File: src/rtl/cpu_defs_pkg.sv
// Definitions shared by the fetch unit and simple_cpu: instruction geometry, class/funct codes, sequencer states.
package cpu_defs_pkg;

  localparam int INSTR_WIDTH = 20;
  localparam int PC_BITS     = 5;

  localparam logic [1:0] CLASS_CTRL    = 2'b00;
  localparam logic [1:0] CLASS_ALU     = 2'b01;
  localparam logic [1:0] CLASS_LOAD_R  = 2'b10;
  localparam logic [1:0] CLASS_STORE_R = 2'b11;

  localparam logic [3:0] FN_NOP  = 4'h0;
  localparam logic [3:0] FN_JUMP = 4'h1;
  localparam logic [3:0] FN_HALT = 4'h2;

  // Instruction field boundaries: [19:18] class, X1/X2/X3 register selects, imm8, funct.
  localparam int CLASS_MSB = 19;
  localparam int CLASS_LSB = 18;
  localparam int X1_MSB    = 17;
  localparam int X1_LSB    = 16;
  localparam int X2_MSB    = 15;
  localparam int X2_LSB    = 14;
  localparam int X3_MSB    = 13;
  localparam int X3_LSB    = 12;
  localparam int IMM_MSB   = 11;
  localparam int IMM_LSB   = 4;
  localparam int FUNCT_MSB = 3;
  localparam int FUNCT_LSB = 0;

  typedef enum logic [2:0] {
    ST_IDLE,
    ST_FETCH,
    ST_DECODE,
    ST_ISSUE,
    ST_HALTED
  } ifu_state_t;

endpackage

File: src/rtl/ifu_prog_ram.sv
// Program RAM: one write port, one registered read port.
// Latency: read data valid the cycle after re. Backpressure: none; the sequencer never reads and writes together.
module ifu_prog_ram
  import cpu_defs_pkg::*;
#(
  parameter int DATA_W = INSTR_WIDTH,
  parameter int ADDR_W = PC_BITS
) (
  input  logic              clk,
  input  logic              we,
  input  logic [ADDR_W-1:0] waddr,
  input  logic [DATA_W-1:0] wdata,
  input  logic              re,
  input  logic [ADDR_W-1:0] raddr,
  output logic [DATA_W-1:0] rdata
);

  logic [DATA_W-1:0] mem [2**ADDR_W];

  // rdata holds between reads, so it doubles as the instruction register.
  always_ff @(posedge clk) begin
    if (we) mem[waddr] <= wdata;
    if (re) rdata <= mem[raddr];
  end

endmodule

File: src/rtl/instr_fetch_unit.sv
// Program sequencer for simple_cpu: runs JUMP/HALT/NOP locally, issues other classes. IFU_PERF_EN adds perf_issued/perf_stall.
// Latency: start to first instr_valid 3 cycles; issue interval 3 cycles plus CPU stalls. Backpressure: offer held stable until instr_ready.
module instr_fetch_unit #(
  parameter int INSTR_WIDTH = cpu_defs_pkg::INSTR_WIDTH,
  parameter int PC_BITS     = cpu_defs_pkg::PC_BITS
) (
  input  logic                   clk,
  input  logic                   rst,
  input  logic                   start,
  input  logic                   prog_we,
  input  logic [PC_BITS-1:0]     prog_addr,
  input  logic [INSTR_WIDTH-1:0] prog_data,
  output logic [INSTR_WIDTH-1:0] instruction,
  output logic                   instr_valid,
  input  logic                   instr_ready,
  output logic [PC_BITS-1:0]     pc,
  output logic                   busy,
  output logic                   halted
`ifdef IFU_PERF_EN
  ,
  output logic [15:0]            perf_issued,
  output logic [15:0]            perf_stall
`endif
);
  import cpu_defs_pkg::*;

  ifu_state_t             state_q, state_d;
  logic [PC_BITS-1:0]     pc_q, pc_d;
  logic [INSTR_WIDTH-1:0] instr_reg;
  logic                   ram_re;
  logic                   idle_like;
  logic                   start_acc;
  logic [1:0]             cls;
  logic [3:0]             funct;
  logic [7:0]             imm8;

  assign idle_like = (state_q == ST_IDLE) || (state_q == ST_HALTED);
  assign start_acc = idle_like && start;

  ifu_prog_ram #(
    .DATA_W (INSTR_WIDTH),
    .ADDR_W (PC_BITS)
  ) u_ram (
    .clk   (clk),
    .we    (prog_we && idle_like),
    .waddr (prog_addr),
    .wdata (prog_data),
    .re    (ram_re),
    .raddr (pc_q),
    .rdata (instr_reg)
  );

  assign cls   = instr_reg[CLASS_MSB:CLASS_LSB];
  assign funct = instr_reg[FUNCT_MSB:FUNCT_LSB];
  assign imm8  = instr_reg[IMM_MSB:IMM_LSB];

  always_ff @(posedge clk or negedge rst) begin
    if (!rst) begin
      state_q <= ST_IDLE;
      pc_q    <= '0;
    end else begin
      state_q <= state_d;
      pc_q    <= pc_d;
    end
  end

  always_comb begin
    state_d = state_q;
    pc_d    = pc_q;
    ram_re  = 1'b0;
    case (state_q)
      ST_IDLE, ST_HALTED: begin
        if (start) begin
          state_d = ST_FETCH;
          pc_d    = '0;
        end
      end
      ST_FETCH: begin
        ram_re  = 1'b1;
        state_d = ST_DECODE;
      end
      ST_DECODE: begin
        if (cls != CLASS_CTRL) begin
          state_d = ST_ISSUE;
        end else if (funct == FN_JUMP) begin
          pc_d    = imm8[PC_BITS-1:0];
          state_d = ST_FETCH;
        end else if (funct == FN_HALT) begin
          state_d = ST_HALTED;
        end else begin
          // Unknown control functs behave as NOP.
          pc_d    = pc_q + PC_BITS'(1);
          state_d = ST_FETCH;
        end
      end
      ST_ISSUE: begin
        if (instr_ready) begin
          pc_d    = pc_q + PC_BITS'(1);
          state_d = ST_FETCH;
        end
      end
      default: state_d = ST_IDLE;
    endcase
  end

  assign instr_valid = (state_q == ST_ISSUE);
  assign instruction = instr_valid ? instr_reg : '0;
  assign pc          = pc_q;
  assign busy        = (state_q == ST_FETCH) || (state_q == ST_DECODE) || (state_q == ST_ISSUE);
  assign halted      = (state_q == ST_HALTED);

`ifdef IFU_PERF_EN
  always_ff @(posedge clk or negedge rst) begin
    if (!rst) begin
      perf_issued <= '0;
      perf_stall  <= '0;
    end else if (start_acc) begin
      perf_issued <= '0;
      perf_stall  <= '0;
    end else begin
      if (instr_valid && instr_ready && (perf_issued != 16'hFFFF)) perf_issued <= perf_issued + 16'd1;
      if (instr_valid && !instr_ready && (perf_stall != 16'hFFFF)) perf_stall <= perf_stall + 16'd1;
    end
  end
`endif

endmodule

File: config.mk
export PLATFORM = sky130hd
export DESIGN_NAME = instr_fetch_unit
export DESIGN_NICKNAME = d
export VERILOG_FILES = /design/src/rtl/cpu_defs_pkg.sv /design/src/rtl/ifu_prog_ram.sv /design/src/rtl/instr_fetch_unit.sv
export SDC_FILE = /design/constraint.sdc
export NUM_CORES = 1
export LEC_CHECK = 0
export CAP_MARGIN = 0
export CORE_UTILIZATION = 60
export CTS_BUF_LIST = sky130_fd_sc_hd__clkbuf_16
export CTS_CLUSTER_DIAMETER = 40
export DETAILED_ROUTE_END_ITERATION = 7
export GPL_TIMING_DRIVEN = 0
export PLACE_DENSITY = 0.77
export SLEW_MARGIN = 20
export SYNTH_ARGS = -nofsm -noshare
export SYNTH_HDL_FRONTEND = slang
export SYNTH_SLANG_ARGS = --single-unit
File: constraint.sdc
create_clock -name clk -period 3.75 [get_ports clk]
set_input_delay 0.375 -clock clk [delete_from_list [all_inputs] [get_ports clk]]
set_output_delay 0.375 -clock clk [all_outputs]
set_load 0.02 [all_outputs]
==> impl_metrics.tcl, run 1 <==
set metrics [dict create \
    status "completed" \
    syn-num-nets 1529 \
    hold_path_class "in2async" \
    critPathCaptureType "register" \
    antenna_cells 0 \
    ios 58 \
    p_switching_mw 6.38 \
    synthSimpleGateAreaFrac_pct 4.25 \
    drv_slew 0 \
    synth_top_family_by_area "multiplexers" \
    area_growth_pct 14.8 \
    fill_cells 2597 \
    finalWirelength_um 61700 \
    synth_top_flop_cell "edfxtp_1" \
    ys_seq_area_share_pct 76.4 \
    crit_type "reg2reg" \
    cts_buffers 70 \
    synth-edff-count 660 \
    io_buffers 57 \
    max_cap_violations 0 \
    synth_compound_area_share_pct 5.40 \
    synth_cell_types 43 \
    place_congestion 1.02 \
    finalCriticalPeriod_ns 3.25 \
    dp_slack_ns 0.564 \
    register_area_sq_mm 0.0200 \
    cellPowerDensity_mw_per_mm2 681 \
    regToRegSetupSlack_ns 0.50 \
    cts.clk_slew.worst_paths_ns 0.06 \
    synthCells 1498 \
    routed_via_density 6.27 \
    startpoint_type "register" \
    postRouteAntennaNets 0 \
    rows 76 \
    drc_errors 0 \
    crit_fanout 12 \
    yosys.area_share.adder_pct 0.0478 \
    cp.required_ns 4.05 \
    grt_start_max_net_pins 33 \
    syn_area_per_cell_sq_um 17.5 \
    reg2reg_depth 5 \
    first_pass_iters 8 \
    grt_pass1_wl_um 90000 \
    tns_ns 0 \
    multiInputGateArea_sq_mm 0.00584 \
    synthXorXnorAreaFrac_pct 0 \
    ys.warnings.count 0 \
    start_util_pct 60.8 \
    ys_seq_elements 668 \
    cts-root-buf "clkbuf_16" \
    synthArstFlopShare_pct 1.20 \
    grt-ovfl-total 0 \
    dp_hpwl_um 39200 \
    setup_viol 0 \
    routed_wire_length_per_instance_um 26.8 \
    critical_path_arrival_ns 3.55 \
    vias 14421 \
    layout_common_cells "edfxtp_1, mux2i_1, a22oi_1, clkbuf_16, buf_2" \
    synth_mux_area_share_pct 12.3 \
    final_common_cell "edfxtp_1" \
    ctsResizeCount 0 \
    htree_levels 3 \
    worstMarginPinSlew_ns 0.813 \
    pwr-share-comb_pct 26.2 \
    p_clk_share_pct 31.6 \
    pwr-share-seq_pct 42.2 \
    grtUsageTotal_pct 28.4 \
    relSlewSlack_pct 45.7 \
    setup_ws_ns 0.499 \
    coreArea_sq_mm 0.0431 \
    die_h_um 211 \
    hold_violations 0 \
    die-width_um 211 \
    skew_ns 0.0206 \
    antenna_found_initial 0 \
    insertion_delay_ns 0.60 \
    nets 1691 \
    netlist_area_sq_mm 0.0262 \
    ctsHoldBuffers 0 \
    power_leakage_nw 9.97 \
    peakVddDrop_mv 0.360 \
    dieArea_sq_mm 0.0445 \
    p_int_mw 14.1 \
    fmax_ghz 0.308 \
    cts_num_sinks 668 \
    worstReg2RegEnd "u_ram.mem[5][1]$_DFFE_PP_" \
    rsz0062_at_grt "no" \
    r2r-start "state_q[0]$_DFFE_PN0P_" \
    grt_pass1_vias 13998 \
    cts_setup_buffers 0 \
    cts_tree "built" \
    drt_iter0_drc 1909 \
    drive_above_1_share_pct 14.2 \
    fin_crit_sh_pct 86.7 \
    netSwitchingFraction_pct 31.2 \
    clock_path_buffers 3 \
]
## metal layers
| layer | wire length, um | global-route usage [%] |
|---|---|---|
| met5 | 0 | 0 |
| met4 | 2160 | 11.5 |
| met3 | 6270 | 4.39 |
| met2 | 29000 | 43.7 |
| met1 | 24300 | 41.4 |
## registers in the layout, summed over array words and instances (netlist names)
| signal | flops |
|---|---|
| pc | 5 |
| state_q | 3 |
| u_ram.mem | 640 |
| u_ram.rdata | 20 |
## critical path, cell delays in order (launching register included)
cell and delay, ns:
dfrtp_1 0.37, buf_6 0.14, nor2_1 0.55, nand4b_1 0.76, nor2_2 0.88, buf_6 0.25
## power groups by stage
stage	registers (mW)	logic (mW)	clock network [mW]
final	8.64	5.37	6.47
after global routing	8.65	5.62	6.84
after CTS	8.63	5.29	6.52
after detailed placement	8.79	5.24	0
after global placement	8.80	5.10	0
after floorplan	8.74	3.31	0
## synthesized netlist by cell type, drive strengths merged (3+ instances only)
library cell,n,area [sq um]
a21oi,44,220
a22o,41,359
a22oi,80,601
a31oi,20,125
and2,22,138
buf,49,268
clkbuf,38,143
dfrtp,8,200
edfxtp,660,19800
mux2i,321,3210
nand2,48,180
nand2b,3,18.8
nand3,42,210
nand3b,3,22.5
nand4,21,131
nor2,40,153
nor2b,4,25.0
nor3,23,115
nor3b,4,30.0
o21ai,8,51.3
o31ai,3,41.3
## per-stage QoR
step                instance area, sq um  util [%]  power, mW  std cells  hold WS, ns
finish                             30100      69.8       20.5       2301       0.0827
global route                       30100      69.8       21.1       2301       0.0988
CTS                                30100      69.8       20.4       2301       0.0671
detailed placement                 27900      64.8       14.0       2173        0.569
global placement                   27500      63.8       13.9       2140        0.543
floorplan                          26200         -       12.1       1498       0.0794
## worst max-delay path by stage
stage                                             to                   start
after global placement     u_ram.mem[4][4]$_DFFE_PP_  state_q[0]$_DFFE_PN0P_
after CTS                  u_ram.mem[5][1]$_DFFE_PP_  state_q[0]$_DFFE_PN0P_
after detailed placement   u_ram.mem[5][4]$_DFFE_PP_  state_q[0]$_DFFE_PN0P_
after floorplan           u_ram.mem[12][0]$_DFFE_PP_  state_q[0]$_DFFE_PN0P_
final                      u_ram.mem[5][1]$_DFFE_PP_  state_q[0]$_DFFE_PN0P_
after global routing      u_ram.mem[4][10]$_DFFE_PP_  state_q[1]$_DFFE_PN0P_
## layout make-up
cell class,count,area share (%)
timing repair buffer,90,2.99
clock buffer,72,5.99
clock inverter,56,1.23
tap,585,2.43
sequential,668,66.6
multi-input combinational,742,19.4
inverter,1,0.0125
buffer,87,1.36
## logic make-up after synthesis
| family | count (synthesis) |
|---|---|
| AO/OA/AOI/OAI | 198 |
| adder cells (fa/ha/maj) | 1 |
| buffers and inverters | 88 |
| flip-flops | 668 |
| multiplexers | 321 |
| AND/OR/NAND/NOR | 222 |
No activity file was read; power rests on OpenSTA's default activity.
==> inputs of run 2 (changes only) <==
- CAP_MARGIN: 0 -> 20
- PLACE_DENSITY: 0.77 -> 0.82
==> run 2 against run 1 <==
  * Utilization hardly changed
  * Via count increased by 3.1%
  * Worst setup slack better by 0.053 ns
  * Count of clock-buffer cells in the layout increased by 1
  * Critical path type unchanged
  * Critical endpoint is now u_ram.mem[27][19]$_DFFE_PP_
==> impl_metrics.tcl, run 2 (synthesis results as in run 1) <==
set metrics [dict create \
    relSlewSlack_pct 33.2 \
    insertion_delay_ns 0.60 \
    coreArea_sq_mm 0.0431 \
    vias 14873 \
    register_area_sq_mm 0.0200 \
    first_pass_iters 6 \
    fin_crit_sh_pct 85.3 \
    dieArea_sq_mm 0.0445 \
    fmax_ghz 0.313 \
    grt_pass1_wl_um 92700 \
    drt_iter0_drc 1714 \
    die-width_um 211 \
    grt_start_max_net_pins 33 \
    place_congestion 0.930 \
    hold_violations 0 \
    cellPowerDensity_mw_per_mm2 693 \
    rsz0062_at_grt "no" \
    largest_register_ffs 640 \
    dp_hpwl_um 38600 \
    routed_wire_length_per_instance_um 27.8 \
    p_int_mw 14.3 \
    ctsResizeCount 0 \
    critPathCaptureType "register" \
    place_area_sq_mm 0.0278 \
    rows 76 \
    tns_ns 0 \
    multiInputGateArea_sq_mm 0.00589 \
    layout_common_cells "edfxtp_1, mux2i_1, a22oi_1, clkbuf_16, buf_2" \
    grtUsageTotal_pct 29.1 \
    setup_viol 0 \
    fin_area_sq_mm 0.0301 \
    nets 1683 \
    skew_ns 0.0169 \
    power_leakage_nw 9.93 \
    cts_setup_buffers 0 \
    cp.required_ns 4.05 \
    fill_cells 2521 \
    start_util_pct 60.8 \
    antenna_found_initial 2 \
    cts_buffers 72 \
    grt-ovfl-total 0 \
    postRouteAntennaNets 0 \
    pwr-share-seq_pct 41.4 \
    routed_via_density 6.49 \
    finalWirelength_um 63700 \
    drc_errors 0 \
    io_buffers 57 \
    startpoint_type "register" \
    ctsHoldBuffers 0 \
    pwr-share-comb_pct 26.0 \
    finalCriticalPeriod_ns 3.20 \
    die_h_um 211 \
    drv_slew 0 \
    ios 58 \
    max_cap_violations 0 \
    p_clk_share_pct 32.6 \
    netSwitchingFraction_pct 31.2 \
    regMostFlops "u_ram.mem" \
    cts.clk_slew.worst_paths_ns 0.06 \
    status "completed" \
    cts_num_sinks 668 \
    drive_above_1_share_pct 14.0 \
    critical_path_arrival_ns 3.50 \
    hold_path_class "in2async" \
    cts-root-buf "clkbuf_16" \
    clock_path_buffers 3 \
    peakVddDrop_mv 0.508 \
    area_growth_pct 14.9 \
    cts_tree "built" \
    crit_fanout 11 \
    htree_levels 3 \
    p_switching_mw 6.52 \
    antenna_cells 0 \
    grt_pass1_vias 14600 \
    worstMarginPinSlew_ns 1.00 \
    crit_type "reg2reg" \
    final_common_cell "edfxtp_1" \
]
run 2: changes by cell type in the layout (fill, tap and decap cells not counted), moves of 2 or more:
cell	change
nor2_2	-10
bufinv_16	+3
clkinv_1	+3
clkinvlp_4	-2
inv_1	-8
buf_6	-3
clkinv_4	+2
inv_6	+4
inv_8	-2
nor2_4	+10
buf_8	-6
run 2: power groups by stage:
stage                     clock network [mW]  registers [mW]  logic [mW]
after floorplan                            0            8.74        3.31
after global routing                    7.11            8.65        5.61
after global placement                     0            8.79        5.05
after CTS                               6.80            8.64        5.29
final                                   6.80            8.65        5.41
after detailed placement                   0            8.79        5.21
run 2: layout make-up:
type / instances / share of cell area, %
well taps: 585 / 2.43
clock inverters: 56 / 1.48
repair buffers: 80 / 2.55
multi-input cells: 742 / 19.6
flip-flops and latches: 668 / 66.5
clock buffers: 73 / 6.07
inverters: 1 / 0.0125
plain buffers: 87 / 1.36
run 2: path summary, 6_finish.rpt:
kind / from / end / slack [ns] / cells past startpoint
setup / recovery: state_q[1]$_DFFE_PN0P_ / u_ram.mem[27][19]$_DFFE_PP_ / 0.55 / 4
min in group clk: prog_data[19] / u_ram.mem[26][19]$_DFFE_PP_ / 0.33 / 1
setup reg to reg: state_q[1]$_DFFE_PN0P_ / u_ram.mem[27][19]$_DFFE_PP_ / 0.55 / 4
max in group asynchronous: rst / pc[2]$_DFFE_PN0P_ / 3.45 / 1
hold / removal: rst / state_q[1]$_DFFE_PN0P_ / 0.05 / 1
hold reg to reg: u_ram.rdata[6]$_DFFE_PN_ / pc[2]$_DFFE_PN0P_ / 0.56 / 2
run 2: routing by layer:
layer	track usage, %	up-vias	part of all wire [%]
li1	-	6275	-
met1	38.7	7492	37
met2	45.7	935	48
met3	6.39	171	10
met4	14.8	0	5.2
met5	0	-	0
run 2: critical path, stage by stage (launching register included):
cell     delay (ns)
dfrtp_1        0.48
nor2_1         0.44
nand4_1        0.84
nor2_2         0.89
buf_8          0.24
run 2: per-stage QoR:
| stage | total power, mW | util, % | setup slack (ns) | hold WS [ns] | std cells |
|---|---|---|---|---|---|
| global placement | 13.8 | 63.8 | 0.155 | 0.557 | 2140 |
| floorplan | 12.1 | - | 1.13 | 0.0794 | 1498 |
| CTS | 20.7 | 69.9 | 0.602 | 0.0571 | 2292 |
| detailed placement | 14.0 | 64.6 | 0.612 | 0.536 | 2163 |
| global route | 21.4 | 69.9 | 0.442 | 0.0865 | 2292 |
| finish | 20.9 | 69.9 | 0.552 | 0.0512 | 2292 |
